<file path="src/rtl/stream_pkg.sv">
// rtl/stream_pkg.sv - shared sizing helpers and control state type for stream width converters
package stream_pkg;

   typedef enum logic {
      ST_EMPTY = 1'b0,
      ST_BUSY  = 1'b1
   } ser_state_e;

   // Counter width for RATIO beats; a single-beat word still gets a 1-bit counter.
   function automatic int beat_cnt_w(input int ratio);
      return (ratio <= 1) ? 1 : $clog2(ratio);
   endfunction

   function automatic int calc_ratio(input int wide_width, input int narrow_width);
      return wide_width / narrow_width;
   endfunction

endpackage

</file>
<file path="src/rtl/stream_serializer.sv">
// rtl/stream_serializer.sv - splits each WIDTH-bit word into RATIO narrower beats on a valid/ready stream
module stream_serializer
   import stream_pkg::*;
#(
   parameter int WIDTH     = 32,
   parameter int OUT_WIDTH = 8,
   parameter bit LSB_FIRST = 1'b0
) (
   input  logic                 clk,
   input  logic                 rst,
   input  logic                 in_valid,
   input  logic [WIDTH-1:0]     in_data,
   output logic                 in_ready,
   output logic                 out_valid,
   output logic [OUT_WIDTH-1:0] out_data,
   output logic                 out_last,
   input  logic                 out_ready
);

   localparam int RATIO = calc_ratio(WIDTH, OUT_WIDTH);
   localparam int CNT_W = beat_cnt_w(RATIO);
   localparam int SEL_W = beat_cnt_w(WIDTH);
   localparam logic [CNT_W-1:0] LAST_CNT = CNT_W'(RATIO - 1);

   if ((WIDTH % OUT_WIDTH) != 0 || RATIO < 1) begin : g_bad_params
      $error("stream_serializer: WIDTH must be a positive multiple of OUT_WIDTH");
   end

   ser_state_e       state_q, state_d;
   logic [CNT_W-1:0] cnt_q, cnt_d;
   logic [WIDTH-1:0] word_q, word_d;

   logic             busy;
   logic             out_fire;
   logic             in_fire;
   logic [CNT_W-1:0] beat_idx;
   logic [SEL_W-1:0] sel_base;

   always_ff @(posedge clk) begin
      if (rst) begin
         state_q <= ST_EMPTY;
         cnt_q   <= '0;
         word_q  <= '0;
      end else begin
         state_q <= state_d;
         cnt_q   <= cnt_d;
         word_q  <= word_d;
      end
   end

   assign busy     = (state_q == ST_BUSY);
   assign out_valid = busy;
   assign out_last  = busy && (cnt_q == LAST_CNT);
   assign out_fire  = out_valid & out_ready;
   // Accepting on the last beat's handshake gives the zero-bubble handoff.
   assign in_ready  = ~busy | (out_fire & out_last);
   assign in_fire   = in_valid & in_ready;

   assign beat_idx = LSB_FIRST ? cnt_q : (LAST_CNT - cnt_q);
   assign sel_base = SEL_W'(32'(beat_idx) * 32'(OUT_WIDTH));
   assign out_data = word_q[sel_base +: OUT_WIDTH];

   always_comb begin
      state_d = state_q;
      cnt_d   = cnt_q;
      word_d  = word_q;
      case (state_q)
         ST_EMPTY: begin
            if (in_fire) begin
               word_d  = in_data;
               cnt_d   = '0;
               state_d = ST_BUSY;
            end
         end
         ST_BUSY: begin
            if (out_fire) begin
               if (!out_last) begin
                  cnt_d = cnt_q + CNT_W'(1);
               end else if (in_fire) begin
                  word_d = in_data;
                  cnt_d  = '0;
               end else begin
                  state_d = ST_EMPTY;
               end
            end
         end
         default: state_d = ST_EMPTY;
      endcase
   end

endmodule

</file>
<file path="config.mk">
export PLATFORM = sky130hd
export DESIGN_NAME = stream_serializer
export DESIGN_NICKNAME = d
export VERILOG_FILES = /design/src/rtl/stream_pkg.sv /design/src/rtl/stream_serializer.sv
export SDC_FILE = /design/constraint.sdc
export NUM_CORES = 1
export LEC_CHECK = 0
export BUFFER_PORTS_ARGS = -buffer_cell sky130_fd_sc_hd__buf_2
export CELL_PAD_IN_SITES_DETAIL_PLACEMENT = 0
export CELL_PAD_IN_SITES_GLOBAL_PLACEMENT = 1
export CORE_MARGIN = 3
export CORE_UTILIZATION = 40
export DETAILED_ROUTE_END_ITERATION = 10
export MAX_ROUTING_LAYER = met4
export PLACE_DENSITY_LB_ADDON = 0.1
export SLEW_MARGIN = 40
export SYNTH_ARGS = -nofsm -noshare
export SYNTH_HDL_FRONTEND = slang
export SYNTH_SLANG_ARGS = --single-unit
</file>
<file path="constraint.sdc">
create_clock -name clk -period 1.5 [get_ports clk]
set_input_delay 0.225 -clock clk [delete_from_list [all_inputs] [get_ports clk]]
set_output_delay 0.225 -clock clk [all_outputs]
set_load 0.03 [all_outputs]
</file>
==> results.py, run 1 <==
metrics = {
    "run_status": {
        "status": "finished, violations left",
        "violations": "negative setup slack",
    },
    "floorplan": {
        "row_count": 23,
        "dieArea_um2": 5380,
        "ios": 47,
        "die_w_um": 73.4,
        "core-area_um2": 4170,
        "die_h_um": 73.4,
        "start_util_pct": 43.5,
    },
    "detailed_routing": {
        "ant_nets": 0,
        "vias_per_cell": 4.74,
        "drc": 0,
        "drt_iter0_markers": 46,
        "wirelength_um": 3620,
        "vias": 1252,
        "wire_per_inst_um": 13.7,
        "dr.pass1.iters": 4,
    },
    "min_path": {
        "hold_path.class": "input pin to flop",
    },
    "clock_network": {
        "cts_buffers": 5,
        "tritoncts": "done",
        "path_clk_slew_ns": 0.06,
        "ctsHtreeMaxLevel": 2,
        "clock_sinks": 35,
        "cts_buffer_depth": 2,
        "worstSkewPairLatency_ns": 0.28,
        "cts-root-buf": "clkbuf_8",
    },
    "job": {
        "drv_cap": 0,
    },
    "setup_path": {
        "cpPeakStageDelay_ns": 0.52,
        "crit_top_cell": "buf_6",
        "crit_family": "multiplexers",
        "cp-start-kind": "flop",
        "crit_buf_inv": 2,
        "cp_max_fo": 4,
        "r2r_setup_slack_ns": 0.14,
        "crit_required_ns": 1.27,
        "cp_data_arrival_time_ns": 1.43,
        "crit_chain": "buf_6 -> mux4_2 -> buf_6",
        "critPathCaptureType": "output pin",
        "critical_path_class": "flop to output pin",
        "slowest_stage": "mux4_2",
    },
    "final_layout": {
        "instances_no_fill": 264,
        "drive_gt1_share_pct": 36.0,
        "area_growth_pct": 23.8,
        "nFillCells": 391,
        "design_area_um2": 2250,
        "num_antenna_cells": 0,
        "seqCellArea_um2": 703,
        "multi_input_area_um2": 1010,
        "nNetsFinal": 252,
    },
    "global_route": {
        "gr-total-overflow": 0,
        "grt_pass1_vias": 1388,
        "antenna_found_initial": 0,
        "grt_max_degree": 37,
        "grt_pass1_wl_um": 6160,
        "grt_usage_pct": 15.3,
    },
    "timing": {
        "worst_slack_ns": -0.160,
        "setup_tns_ns": -1.15,
        "finalHoldViolations": 0,
        "skew_ns": 0.00185,
        "fin_crit_sh_pct": 111,
        "fin_hold_ws_ns": 0.177,
        "worst_pin_slew_ns": 0.264,
        "drv_slew": 0,
        "fin_crit_ns": 1.66,
        "maxSlewHeadroom_pct": 82.4,
        "setup-violations-final": 9,
        "max_freq_mhz": 602,
        "rsz0062_at_grt": "yes",
    },
    "yosys": {
        "avgSynthCellArea_um2": 11.1,
        "synth_cells": 164,
        "ys_warn_count": 0,
        "synth_seq_cells": 35,
        "ys_types": 17,
        "ys_seq_area_share_pct": 38.6,
        "syn-num-nets": 201,
        "syn_area_um2": 1820,
    },
    "pwr": {
        "ir_drop_uv": 418,
        "p_int_uw": 1500,
        "clockPowerShare_pct": 30.4,
        "p_leak_uw": 0.000962,
        "swShare_pct": 24.9,
        "power_density_nw_per_um2": 887,
        "share_comb_of_total_power_pct": 18.4,
        "seqPwrFrac_pct": 51.1,
        "p_sw_uw": 497,
    },
    "placed_design": {
        "post-dp-hpwl_um": 2660,
        "placed_cells": 255,
        "placement.io_buffers": 46,
        "postPlaceCellArea_um2": 2090,
        "pre_cts_ws_ns": 0.0632,
        "gp_routability_congestion": 0.737,
    },
}
==> layout by cell type (no fill, tap or decap), types with 5 or more instances in the layout <==
master / instances
mux4_2: 8
buf_4: 6
buf_6: 11
mux2i_1: 33
buf_2: 38
nand2b_1: 64
clkbuf_8: 5
dfxtp_1: 33
==> sequential cells by signal, summed over array words and instances, names as in the netlist <==
register,flops
cnt_q,2
out_valid,1
word_q,32
==> power by group through the flow <==
stage | logic, uW | clock network [uW] | registers, uW
final | 367 | 608 | 1020
after global routing | 402 | 669 | 1030
after CTS | 371 | 639 | 1020
after detailed placement | 345 | 0 | 1040
after global placement | 335 | 0 | 1040
after floorplan | 254 | 0 | 1030
==> cell families (layout without fill, tap and decap cells) <==
kind of cell	Yosys count	in the layout	synth area share (%)
XOR/XNOR	1	1	0.483
buffers and inverters	14	64	6.20
adder cells (fa/ha/maj)	1	1	0.689
AO/OA/AOI/OAI	1	1	1.03
AND/OR/NAND/NOR	71	71	24.9
multiplexers	41	41	28.1
flip-flops	35	35	38.6
==> worst reg2reg max path, stage by stage (launching register included) <==
cell and delay (ns):
dfxtp_2 0.36, ha_1 0.25, a21boi_4 0.09, nor2b_4 0.18
buf_12 0.20, mux2i_1 0.22
==> repair_timing <==
item / 4_1_cts / 5_1_grt
hold buffers: 0 / 0
endpoints found under the setup margin: 9 / 10
resized for setup: 21 / 0
setup buffers: 2 / 1
endpoints found under the hold margin: 0 / 0
pin swaps: 0 / 1
==> cell type report <==
cell class,instances,area share (%)
multi-input cells,115,44.8
flip-flops and latches,35,31.3
repair buffers,57,17.8
clock buffers,6,3.23
well taps,50,2.78
inverters,1,0.167
==> layer usage <==
layer / routed length (um) / global-route usage (%) / vias to the layer above
li1: - / - / 640
met1: 1560 / 17.8 / 575
met2: 1820 / 24.2 / 31
met3: 196 / 5.20 / 6
met4: 43 / 5.84 / 0
met5: 0 / - / -
==> final timing paths <==
kind	to	cells after the start	from
setup / recovery	out_data[6]	3	cnt_q[0]
hold / removal	out_valid	3	in_valid
setup reg to reg	word_q[2]	5	cnt_q[0]
hold reg to reg	word_q[21]	2	word_q[21]
==> through the flow <==
stage / total power, uW / util (%)
after CTS: 2030 / 53.7
after floorplan: 1290 / -
after detailed placement: 1380 / 50.1
after global routing: 2100 / 53.9
final: 2000 / 53.9
after global placement: 1370 / 50.1
==> cell usage after synthesis (all sizes together) <==
cell / instances / share of area (%)
a21boi: 1 / 1.0
and2: 1 / 0.41
buf: 7 / 4.8
clkbuf: 6 / 1.2
dfxtp: 35 / 39
ha: 1 / 0.69
inv: 1 / 0.21
mux2i: 33 / 18
mux4: 8 / 9.9
nand2b: 64 / 22
nand3b: 1 / 0.41
nor2: 2 / 0.41
nor2b: 1 / 0.48
nor3: 2 / 1.1
xor2: 1 / 0.48
Note: power is estimated with default switching activity, not from simulation.
==> run 2, diff against run 1 <==
--- a/config.mk
+++ b/config.mk
@@ -13,6 +13,7 @@
 export DETAILED_ROUTE_END_ITERATION = 10
 export MAX_ROUTING_LAYER = met4
 export PLACE_DENSITY_LB_ADDON = 0.1
+export REMOVE_ABC_BUFFERS = 1
 export SLEW_MARGIN = 40
 export SYNTH_ARGS = -nofsm -noshare
 export SYNTH_HDL_FRONTEND = slang
==> run 2 against run 1 <==
Effect of this change: the flow still finishes with violations (negative setup slack); worst setup slack lost 0.0035 ns; sequential share of layout area is essentially flat; total power grew 3.5%; register-to-register slack lost 0.05 ns; count of clock-buffer cells in the layout is the same; flip-flop and latch count is the same; clock skew grew 0.0031 ns; fmax shrank 0.21%; routed wire length shrank 0.52%; largest cell class unchanged.
==> results.py, run 2 (synthesized netlist as in run 1, its figures left out) <==
metrics = {
    "setup_path": {
        "r2r_start": "cnt_q[1]",
        "cp_max_fo": 3,
        "crit_required_ns": 1.27,
        "cp_data_arrival_time_ns": 1.44,
        "crit_start": "cnt_q[0]",
        "critical_path_class": "flop to output pin",
        "cp-start-kind": "flop",
        "critPathCaptureType": "output pin",
    },
    "floorplan": {
        "core-area_um2": 4170,
        "ios": 47,
        "row_count": 23,
        "dieArea_um2": 5380,
        "start_util_pct": 43.5,
        "die_w_um": 73.4,
        "die_h_um": 73.4,
    },
    "detailed_routing": {
        "drt_iter0_markers": 60,
        "vias_per_cell": 4.76,
        "wire_per_inst_um": 13.6,
        "drc": 0,
        "vias": 1256,
        "ant_nets": 0,
        "wirelength_um": 3600,
        "dr.pass1.iters": 2,
    },
    "timing": {
        "worst_slack_ns": -0.163,
        "maxSlewHeadroom_pct": 83.7,
        "rsz0062_at_grt": "yes",
        "finalHoldViolations": 0,
        "fin_hold_ws_ns": 0.171,
        "worst_pin_slew_ns": 0.244,
        "fin_crit_sh_pct": 111,
        "drv_slew": 0,
        "fin_crit_ns": 1.66,
        "setup-violations-final": 10,
        "skew_ns": 0.00496,
        "max_freq_mhz": 601,
    },
    "clock_network": {
        "cts-root-buf": "clkbuf_8",
        "cts_buffer_depth": 2,
        "worstSkewPairLatency_ns": 0.29,
        "cts_buffers": 5,
        "ctsHtreeMaxLevel": 2,
        "path_clk_slew_ns": 0.07,
        "tritoncts": "done",
        "clock_sinks": 35,
    },
    "pwr": {
        "p_leak_uw": 0.000969,
        "ir_drop_uv": 525,
        "seqPwrFrac_pct": 49.2,
        "share_comb_of_total_power_pct": 17.7,
        "swShare_pct": 25.3,
        "power_density_nw_per_um2": 912,
        "p_sw_uw": 522,
        "p_int_uw": 1540,
        "clockPowerShare_pct": 33.2,
    },
    "global_route": {
        "grt_max_degree": 68,
        "grt_usage_pct": 15.0,
        "grt_pass1_vias": 1379,
        "grt_pass1_wl_um": 5970,
        "antenna_found_initial": 0,
        "gr-total-overflow": 0,
    },
    "final_layout": {
        "drive_gt1_share_pct": 36.4,
        "regMostFlops": "word_q",
        "final_cell_mix": "64 x nand2b_1, 38 x buf_2, 33 x mux2i_1, 33 x dfxtp_1, 12 x buf_6",
        "design_area_um2": 2260,
        "final_common_cell": "nand2b_1",
        "nNetsFinal": 251,
        "largest_reg_flops": 32,
        "num_antenna_cells": 0,
        "area_growth_pct": 24.7,
        "post-route-util_pct": 54.3,
    },
    "placed_design": {
        "pre_cts_ws_ns": 0.0487,
        "post-dp-hpwl_um": 2520,
        "placement.io_buffers": 46,
        "gp_routability_congestion": 0.726,
        "postPlaceCellArea_um2": 2090,
    },
    "min_path": {
        "hold_path.class": "input pin to flop",
        "min_from": "in_valid",
    },
    "run_status": {
        "violations": "negative setup slack",
        "status": "finished, violations left",
    },
    "job": {
        "drv_cap": 0,
    },
}
run 2: changes by cell type in the layout (fill, tap and decap cells not counted), sizes merged:
cell	previous run	this run
buf	57	56
clkinv	0	1
run 2: layer usage:
layer,global-route usage (%),share of wire (%)
met4,6.64,1.5
met1,16.3,42
met2,25.7,52
met3,3.83,5.3
met5,-,0
run 2: final cells by class:
cell class	instances	area (um2)
tap	50	62.6
inverter	1	3.75
clock inverter	1	5.00
sequential	35	708
fill	395	1910
clock buffer	6	82.6
multi-input combinational	115	1010
timing repair buffer	56	395
run 2: worst max-delay path, stage by stage, from the launching register on:
cell and delay [ns]:
dfxtp_4 0.36, buf_6 0.12, mux4_2 0.52, buf_6 0.16
run 2: final timing paths:
kind | to | slack (ns) | cells after the start
setup / recovery | out_data[3] | -0.16 | 3
hold / removal | out_valid | 0.17 | 3
setup reg to reg | word_q[17] | 0.09 | 5
hold reg to reg | word_q[27] | 0.47 | 2
run 2: repair_timing:
action | CTS | global route
pin swaps | 1 | 0
gates resized for setup | 23 | 1
hold buffers | 0 | 0
endpoints found under the setup margin | 10 | 10
setup buffers | 2 | 0
run 2: stage by stage:
stage               total power, uW  setup TNS (ns)  instances
global placement               1370               0        255
detailed placement             1380               0        255
finish                         2060           -1.18        264
CTS                            2100           -1.45        264
global route                   2170           -1.62        264
floorplan                      1250          -36.00        151
run 2: power groups by stage:
| stage | Clock [uW] | Sequential [uW] | Combinational [uW] |
|---|---|---|---|
| detailed placement | 0 | 1040 | 342 |
| global placement | 0 | 1040 | 330 |
| global route | 750 | 1020 | 395 |
| finish | 684 | 1020 | 365 |
| floorplan | 0 | 1040 | 209 |
| CTS | 719 | 1020 | 369 |
